**src/rtl/issue_sched_pkg.sv**
```systemverilog
// Shared decode types for the instruction queue / issue scheduler.
// pipe_id_t is the decoder-to-issue record; issue_slot_t adds the delay-slot tag.
package inst_decode;

  localparam int ISSUE_SCHED_DEPTH = 8;

  typedef struct packed {
    logic       is_controlflow;
    logic [3:0] op;
  } decode_resp_t;

  typedef struct packed {
    logic         valid;
    logic [31:0]  pc;
    decode_resp_t decode_resp;
  } pipe_id_t;

  typedef struct packed {
    pipe_id_t id;
    logic     is_delayslot;
  } issue_slot_t;

  typedef enum logic {ISS_NORMAL, ISS_DS_PENDING} iss_fsm_t;

endpackage

```
**src/rtl/issue_sched_select.sv**
```systemverilog
// Combinational issue-slot selection: in-order offer, delay-slot hold rule,
// delay-slot tagging and stall_ds.
module issue_sched_select
  import inst_decode::*;
#(
  parameter int N_ISSUE = 2,
  parameter int DEPTH   = ISSUE_SCHED_DEPTH
) (
  input  pipe_id_t    [N_ISSUE-1:0]         cand,
  input  logic        [$clog2(DEPTH):0]     count,
  input  logic                              ds_pending,
  output issue_slot_t [N_ISSUE-1:0]         slot,
  output logic        [$clog2(N_ISSUE+1)-1:0] n_valid,
  output logic                              stall_ds
);

  localparam int NW = $clog2(N_ISSUE+1);

  always_comb begin
    logic run;
    int   cnt;
    slot    = '0;
    n_valid = '0;
    run     = 1'b1;
    cnt     = int'(count);
    for (int k = 0; k < N_ISSUE; k++) begin
      slot[k].id       = cand[k];
      slot[k].id.valid = 1'b0;
      // a control-flow op may only leave together with (or after) its delay slot
      if (run && k < cnt && (!cand[k].decode_resp.is_controlflow || cnt > k + 1)) begin
        slot[k].id.valid = 1'b1;
        n_valid          = n_valid + NW'(1);
      end else begin
        run = 1'b0;
      end
    end
    slot[0].is_delayslot = slot[0].id.valid && ds_pending;
    for (int k = 1; k < N_ISSUE; k++)
      slot[k].is_delayslot = slot[k].id.valid && slot[k-1].id.valid &&
                             slot[k-1].id.decode_resp.is_controlflow;
    stall_ds = (cnt == 1) && cand[0].decode_resp.is_controlflow;
  end

endmodule

```
**src/rtl/issue_sched.sv**
```systemverilog
// Instruction queue + in-order issue scheduler with MIPS delay-slot handling.
// Define ISSUE_SCHED_PERF_EN to add saturating perf_ds_stall / perf_full counters.
module issue_sched
  import inst_decode::*;
#(
  parameter int N_ISSUE = 2,
  parameter int DEPTH   = ISSUE_SCHED_DEPTH
) (
  input  logic                       clk,
  input  logic                       rst,
  input  logic                       flush,
  input  pipe_id_t [N_ISSUE-1:0]     enq_id,
  output logic                       enq_ready,
  output pipe_id_t [N_ISSUE-1:0]     iss_id,
  output logic     [N_ISSUE-1:0]     iss_delayslot,
  input  logic                       iss_ready,
  output logic                       stall_ds,
  output logic     [$clog2(DEPTH):0] occupancy
`ifdef ISSUE_SCHED_PERF_EN
  ,
  output logic     [31:0]            perf_ds_stall,
  output logic     [31:0]            perf_full
`endif
);

  localparam int PW = $clog2(DEPTH);
  localparam int CW = PW + 1;
  localparam int NW = $clog2(N_ISSUE+1);

  pipe_id_t                mem [DEPTH];
  logic        [PW-1:0]    head, tail;
  logic        [CW-1:0]    count;
  iss_fsm_t                state, state_nxt;
  pipe_id_t    [N_ISSUE-1:0] cand;
  issue_slot_t [N_ISSUE-1:0] slot;
  logic        [NW-1:0]    n_valid, n_enq;

  // space is judged on registered count only; same-cycle issue frees nothing
  assign enq_ready = (count <= CW'(DEPTH - N_ISSUE));
  assign occupancy = count;

  always_comb begin
    n_enq = '0;
    for (int i = 0; i < N_ISSUE; i++)
      if (enq_id[i].valid) n_enq = n_enq + NW'(1);
  end

  always_comb begin
    cand = '0;
    for (int k = 0; k < N_ISSUE; k++) cand[k] = mem[head + PW'(k)];
  end

  issue_sched_select #(.N_ISSUE(N_ISSUE), .DEPTH(DEPTH)) u_select (
    .cand       (cand),
    .count      (count),
    .ds_pending (state == ISS_DS_PENDING),
    .slot       (slot),
    .n_valid    (n_valid),
    .stall_ds   (stall_ds)
  );

  always_comb begin
    for (int k = 0; k < N_ISSUE; k++) begin
      iss_id[k]        = slot[k].id;
      iss_delayslot[k] = slot[k].is_delayslot;
    end
  end

  always_ff @(posedge clk) begin
    if (!rst && !flush && enq_ready)
      for (int i = 0; i < N_ISSUE; i++)
        if (enq_id[i].valid) mem[tail + PW'(i)] <= enq_id[i];
  end

  always_ff @(posedge clk) begin
    if (rst || flush) begin
      head  <= '0;
      tail  <= '0;
      count <= '0;
    end else begin
      if (enq_ready) tail <= tail + PW'(n_enq);
      if (iss_ready) head <= head + PW'(n_valid);
      count <= count + (enq_ready ? CW'(n_enq) : '0) - (iss_ready ? CW'(n_valid) : '0);
    end
  end

  always_ff @(posedge clk) begin
    if (rst) state <= ISS_NORMAL;
    else     state <= state_nxt;
  end

  // a branch leaving in the last slot leaves its delay slot as the next head
  always_comb begin
    state_nxt = state;
    if (flush)
      state_nxt = ISS_NORMAL;
    else if (iss_ready && n_valid != '0)
      state_nxt = (slot[N_ISSUE-1].id.valid && slot[N_ISSUE-1].id.decode_resp.is_controlflow)
                  ? ISS_DS_PENDING : ISS_NORMAL;
  end

`ifdef ISSUE_SCHED_PERF_EN
  always_ff @(posedge clk) begin
    if (rst) begin
      perf_ds_stall <= '0;
      perf_full     <= '0;
    end else begin
      if (stall_ds && perf_ds_stall != '1) perf_ds_stall <= perf_ds_stall + 32'd1;
      if (count == CW'(DEPTH) && perf_full != '1) perf_full <= perf_full + 32'd1;
    end
  end
`endif

  always_ff @(posedge clk) begin
    if (!rst) begin
      for (int i = 1; i < N_ISSUE; i++)
        assert (!enq_id[i].valid || enq_id[i-1].valid);
      assert (state != ISS_DS_PENDING || count != '0);
    end
  end

endmodule

```
**config.mk**
```make
export PLATFORM = sky130hd
export DESIGN_NAME = issue_sched
export DESIGN_NICKNAME = d
export VERILOG_FILES = /design/src/rtl/issue_sched_pkg.sv /design/src/rtl/issue_sched_select.sv /design/src/rtl/issue_sched.sv
export SDC_FILE = /design/constraint.sdc
export NUM_CORES = 1
export LEC_CHECK = 0
export ABC_AREA = 1
export ABC_CLOCK_PERIOD_IN_PS = 11900
export CAP_MARGIN = 20
export CORE_MARGIN = 10
export CORE_UTILIZATION = 35
export DETAILED_ROUTE_END_ITERATION = 12
export PLACE_DENSITY = 0.57
export SETUP_SLACK_MARGIN = 0.05
export SLEW_MARGIN = 20
export SYNTH_ARGS = -nofsm -noshare
export SYNTH_HDL_FRONTEND = slang
export SYNTH_SLANG_ARGS = --single-unit
export TNS_END_PERCENT = 10
```
**constraint.sdc**
```tcl
create_clock -name clk -period 11.9 [get_ports clk]
set_input_delay 1.785 -clock clk [delete_from_list [all_inputs] [get_ports clk]]
set_output_delay 1.785 -clock clk [all_outputs]
set_load 0.005 [all_outputs]
```
==> reports/summary.txt, run 1 <==
maximum clock path buffer count - 3
final setup TNS - 0 ps
final cell count without fillers - 3021
initial antenna violation count - 3
crit path time final - 6400 ps
Non-Filler Cell Area, Final - 21200 sq um
HP Class - reg -> reg
Place WS - 6180 ps
Die Area - 61400 sq um
Leak Pwr - 8.12 nW
Core Footprint - 51400 sq um
Die Ht - 248 um
most numerous cell in the Yosys netlist - o21ai_0
fmax - 0.156 GHz
final-stage net count - 2412
Gates resized, CTS repair - 0
CTS tree - built
Via density - 5.50
DR iter-0 viols - 1575
most frequent cells after synthesis - o21ai_0, nand2_1, edfxtp_1, nor2_1, a21oi_1
Worst-Margin Slew - 1130 ps
Worst Path Max Fanout - 109
Reg clk slew, reported paths - 60 ps
Buffers on Ports - 163
Synth cell types - 26
Seq cells post-synth - 310
remaining antenna violation count - 0
Post-CTS Setup Bufs - 0
type of origin of the critical path - flip-flop
Synth Net Count - 2395
crit path DAT - 4620 ps
Mapped Cells - 2297
total power - 3.42 mW
post-synthesis sequential area ratio - 50.5%
Mapped Area - 18200 sq um
asr flop ratio synth - 0%
GP Congestion - 0.835
Hold Slack - 561 ps
DIE WIDTH - 248 um
Max-slew headroom - 24.4%
reg2reg setup slack - 7020 ps
WL final - 61200 um
Final Worst Setup Slack - 5500 ps
first-pass GRT wire length - 93100 um
hold_buf cts - 0
largest net degree at the start of global routing - 110
Post-Place Cells - 2956
mean area per synthesized cell - 7.91 sq um
crit path capture type - output port
cts bufs inserted - 36
synth warn - 0
total grt overflow - 0
fin crit share - 53.8%
CTS Sinks - 310
top area cells in the synthesized netlist - edfxtp_1, o21ai_0, nand2_1
max_cap viols - 0
Residual DRC - 0
wire per inst - 20.3 um
dpl hpwl - 33800 um
final setup violating endpoints - 0
placed inst area - 20100 sq um
Pwr Density - 161 nW/um^2
status - complete, no violations
first drt pass iteration count - 6
Initial Util - 35.4%
via count - 16605
prevailing post-synth register cell - edfxtp_1
post-synth top area cell - edfxtp_1
I/O Pins - 164
row cnt - 83
EDFF count, synth - 296
total track usage - 19.5%
Clock Skew - 15.5 ps
Slew Limit Fails - 0
fin util - 41.3%
VDD IR-drop max - 0.118 mV
H-Tree Depth - 2
fraction of layout instances using a drive strength above 1 - 4.62%
clk_lat worst skew - 550 ps
post-synth top area share - 48.9%
vias in the first global route - 16290
final hold vios - 0
worst endpoint required time - 10120 ps
Root Driver - clkbuf_16
RSZ-0062 raised after global routing - false
synth-to-layout area growth - 16.8%
kind of critical path - reg -> out
==> state kept, by name (all words and copies together), names as in the netlist, named ones only <==
register,flops
tail,3
state,1
mem,296
occupancy,4
head,3
==> routing by layer <==
layer | GRT usage (%) | share of wire [%] | vias up
met5 | 0 | 0.056 | -
met4 | 6.44 | 2.7 | 4
met3 | 4.35 | 8.2 | 122
met2 | 32.5 | 48 | 681
met1 | 24.6 | 42 | 7917
li1 | - | - | 7881
==> cell families (layout without fill, tap and decap cells) <==
group                      count (synthesis)  after routing  synth area share, %
AOI/OAI and AO/OA                        906            906                 25.2
and+or+nand+nor                          692            692                 14.5
buffers and inverters                    367            410                 8.17
DFF                                      310            310                 50.5
adders and majority gates                 18             18                 1.40
xor gates and xnor gates                   4              4                0.193
other                                      0              1                    0
==> power breakdown <==
| part | internal (mW) | switching, mW | total (mW) | leakage, nW |
|---|---|---|---|---|
| clock network | 0.610 | 0.458 | 1.07 | 0.553 |
| registers | 1.25 | 0.0385 | 1.29 | 2.79 |
| logic | 0.425 | 0.633 | 1.06 | 4.78 |
| total | 2.29 | 1.13 | 3.42 | 8.12 |
==> layout make-up <==
class                      instances  area (sq um)
antenna                            1          2.50
clock buffer                      41           941
clock inverter                    23           159
fill                            5075         30200
inverter                         155           587
multi-input combinational       1620          7670
sequential                       310          9180
tap                              680           851
timing repair buffer             191          1840
==> worst max-delay path: stages, from the launching register on <==
cell             delay (ps)
dfxtp_2                 490
inv_6                   440
buf_4                   940
buf_4                   530
nand2_1                 110
nand3_1                  90
nand3_1                 100
and2_1                  180
nand2_1                  60
nand2_1                  60
inv_1                    80
ha_1                    160
inv_1                    70
nor2_1                  110
clkdlybuf4s50_1         550
==> path summary, 6_finish.rpt <==
kind | from | endpoint | cells after the start
worst max-delay path | head[0] | iss_delayslot[1] | 14
worst min-delay path | state | state | 2
worst max register to register | head[0] | occupancy[2] | 20
worst min register to register | state | state | 2
==> layout by cell type, fill, tap and decap left out, types with 12 or more instances in the layout <==
cell type and n:
o21ai_0 701, clkdlybuf4s50_1 163, a21oi_1 155, edfxtp_1 296
nand3_1 14, a31oi_1 36, nor2_1 232, inv_1 151
ha_1 13, buf_4 28, nand2_1 430, clkbuf_16 37
clkinv_2 12
(Power assumes the default switching activity.)
==> run 2, diff against run 1 <==
--- a/config.mk
+++ b/config.mk
@@ -6,7 +6,7 @@
 export NUM_CORES = 1
 export LEC_CHECK = 0
 export ABC_AREA = 1
-export ABC_CLOCK_PERIOD_IN_PS = 11900
+export ABC_CLOCK_PERIOD_IN_PS = 6400
 export CAP_MARGIN = 20
 export CORE_MARGIN = 10
 export CORE_UTILIZATION = 35
==> constraint.sdc (replaced) <==
create_clock -name clk -period 6.4 [get_ports clk]
set_input_delay 0.96 -clock clk [delete_from_list [all_inputs] [get_ports clk]]
set_output_delay 0.96 -clock clk [all_outputs]
set_load 0.005 [all_outputs]
==> run 2 against run 1 <==
Net effect:
- clock power up 95%
- sequential cell count unchanged
- critical endpoint unchanged
- largest power group unchanged
- via count up 0.33%
- core utilization up 0.30 points
- largest cell class unchanged
==> reports/summary.txt, run 2 (synthesis gave the netlist of run 1 again) <==
status - complete, no violations
first drt pass iteration count - 5
Post-Place Cells - 2955
max FFs per register - 296
initial antenna violation count - 3
Pwr Density - 303 nW/um^2
Gates resized, CTS repair - 0
Worst-Margin Slew - 1150 ps
hold_buf cts - 0
Logic pwr share - 30.3%
via count - 16660
final setup TNS - 0 ps
Residual DRC - 0
crit path time final - 5510 ps
final setup violating endpoints - 0
Worst Path Max Fanout - 107
total grt overflow - 0
Root Driver - clkbuf_16
clock share of power - 32.3%
most common cell after layout, fill and taps aside - o21ai_0
clk_lat worst skew - 560 ps
largest net degree at the start of global routing - 143
Sw Pwr - 2.11 mW
DIE WIDTH - 248 um
Hold Slack - 551 ps
wire per inst - 20.1 um
worst endpoint required time - 5440 ps
Reg clk slew, reported paths - 50 ps
Via density - 5.51
crit path DAT - 4550 ps
CTS Sinks - 310
Core Footprint - 51400 sq um
final cell count without fillers - 3022
I/O Pins - 164
max_cap viols - 0
HP Class - reg -> reg
DR iter-0 viols - 1747
row cnt - 83
Leak Pwr - 8.17 nW
WL final - 60700 um
maximum clock path buffer count - 3
switching power share of the total - 32.5%
VDD IR-drop max - 0.271 mV
Buffers on Ports - 163
fin crit share - 86.0%
cts bufs inserted - 38
dpl hpwl - 35300 um
fraction of layout instances using a drive strength above 1 - 4.40%
ANT cells - 0
type of origin of the critical path - flip-flop
RSZ-0062 raised after global routing - false
GP Congestion - 0.818
vias in the first global route - 15855
Internal Pwr Total - 4.37 mW
Seq pwr share - 37.4%
H-Tree Depth - 2
Clock Skew - 11.0 ps
final-stage net count - 2414
Initial Util - 35.4%
crit path capture type - output port
synth-to-layout area growth - 17.7%
Die Ht - 248 um
fmax - 0.182 GHz
total power - 6.48 mW
CTS tree - built
kind of critical path - reg -> out
remaining antenna violation count - 0
Post-CTS Setup Bufs - 0
Reg with most FFs - mem
first-pass GRT wire length - 92400 um
final hold vios - 0
placed inst area - 20200 sq um
Die Area - 61400 sq um
Max-slew headroom - 23.4%
commonest non-fill, non-tap cells in the layout - o21ai_0, nand2_1, edfxtp_1, nor2_1, clkdlybuf4s50_1
Non-Filler Cell Area, Final - 21400 sq um
Slew Limit Fails - 0
total track usage - 19.2%
[run 2: changes by cell type in the layout (fill, tap and decap cells not counted), sizes merged]
cell	before	now
clkbuf	41	48
clkinv	21	16
clkinvlp	0	1
diode	1	0
inv	155	154
[run 2: metal layers]
metal	vias up	wire length, um	global-route usage [%]
met5	-	31	0
met4	6	1470	6.63
met3	103	5810	4.64
met2	796	28000	30.5
met1	7860	25400	25.3
li1	7895	-	-
[run 2: area by class of cell]
cell class / count / area [sq um]
Clock inverter: 18 / 128
Fill cell: 4973 / 30000
Timing Repair Buffer: 191 / 1920
Multi-Input combinational cell: 1620 / 7670
Inverter: 155 / 588
Sequential cell: 310 / 9180
Clock buffer: 48 / 1050
Tap cell: 680 / 851
[run 2: path summary, 6_finish.rpt]
check / startpoint / endpoint / slack (ps) / cells after the start
max: flip-flop / iss_delayslot[1] / 890 / 10
min: state / state / 550 / 2
max reg2reg: flip-flop / occupancy[2] / 1590 / 17
min reg2reg: state / state / 550 / 2
[run 2: critical path, stage by stage (launching register included)]
cell and delay (ps):
dfxtp_4 1070, clkinv_2 1100, o21ai_0 410, nand3_1 150
nand3_1 160, nand2_1 100, inv_1 90, ha_1 160
inv_1 70, nor2_1 100, clkdlybuf4s50_1 550
[run 2: power groups by stage]
stage | clock network (mW) | logic (mW) | registers, mW
floorplan | 0 | 1.12 | 2.41
global placement | 0 | 1.92 | 2.46
detailed placement | 0 | 1.95 | 2.46
CTS | 2.12 | 1.97 | 2.42
global route | 2.20 | 2.19 | 2.43
finish | 2.09 | 1.96 | 2.42
[run 2: metrics by stage]
stage,utilization [%],worst slack [ps]
after floorplan,-,1510
after global placement,39.2,1840
after detailed placement,39.2,1860
after CTS,41.5,1240
after global routing,41.6,545
final,41.6,893
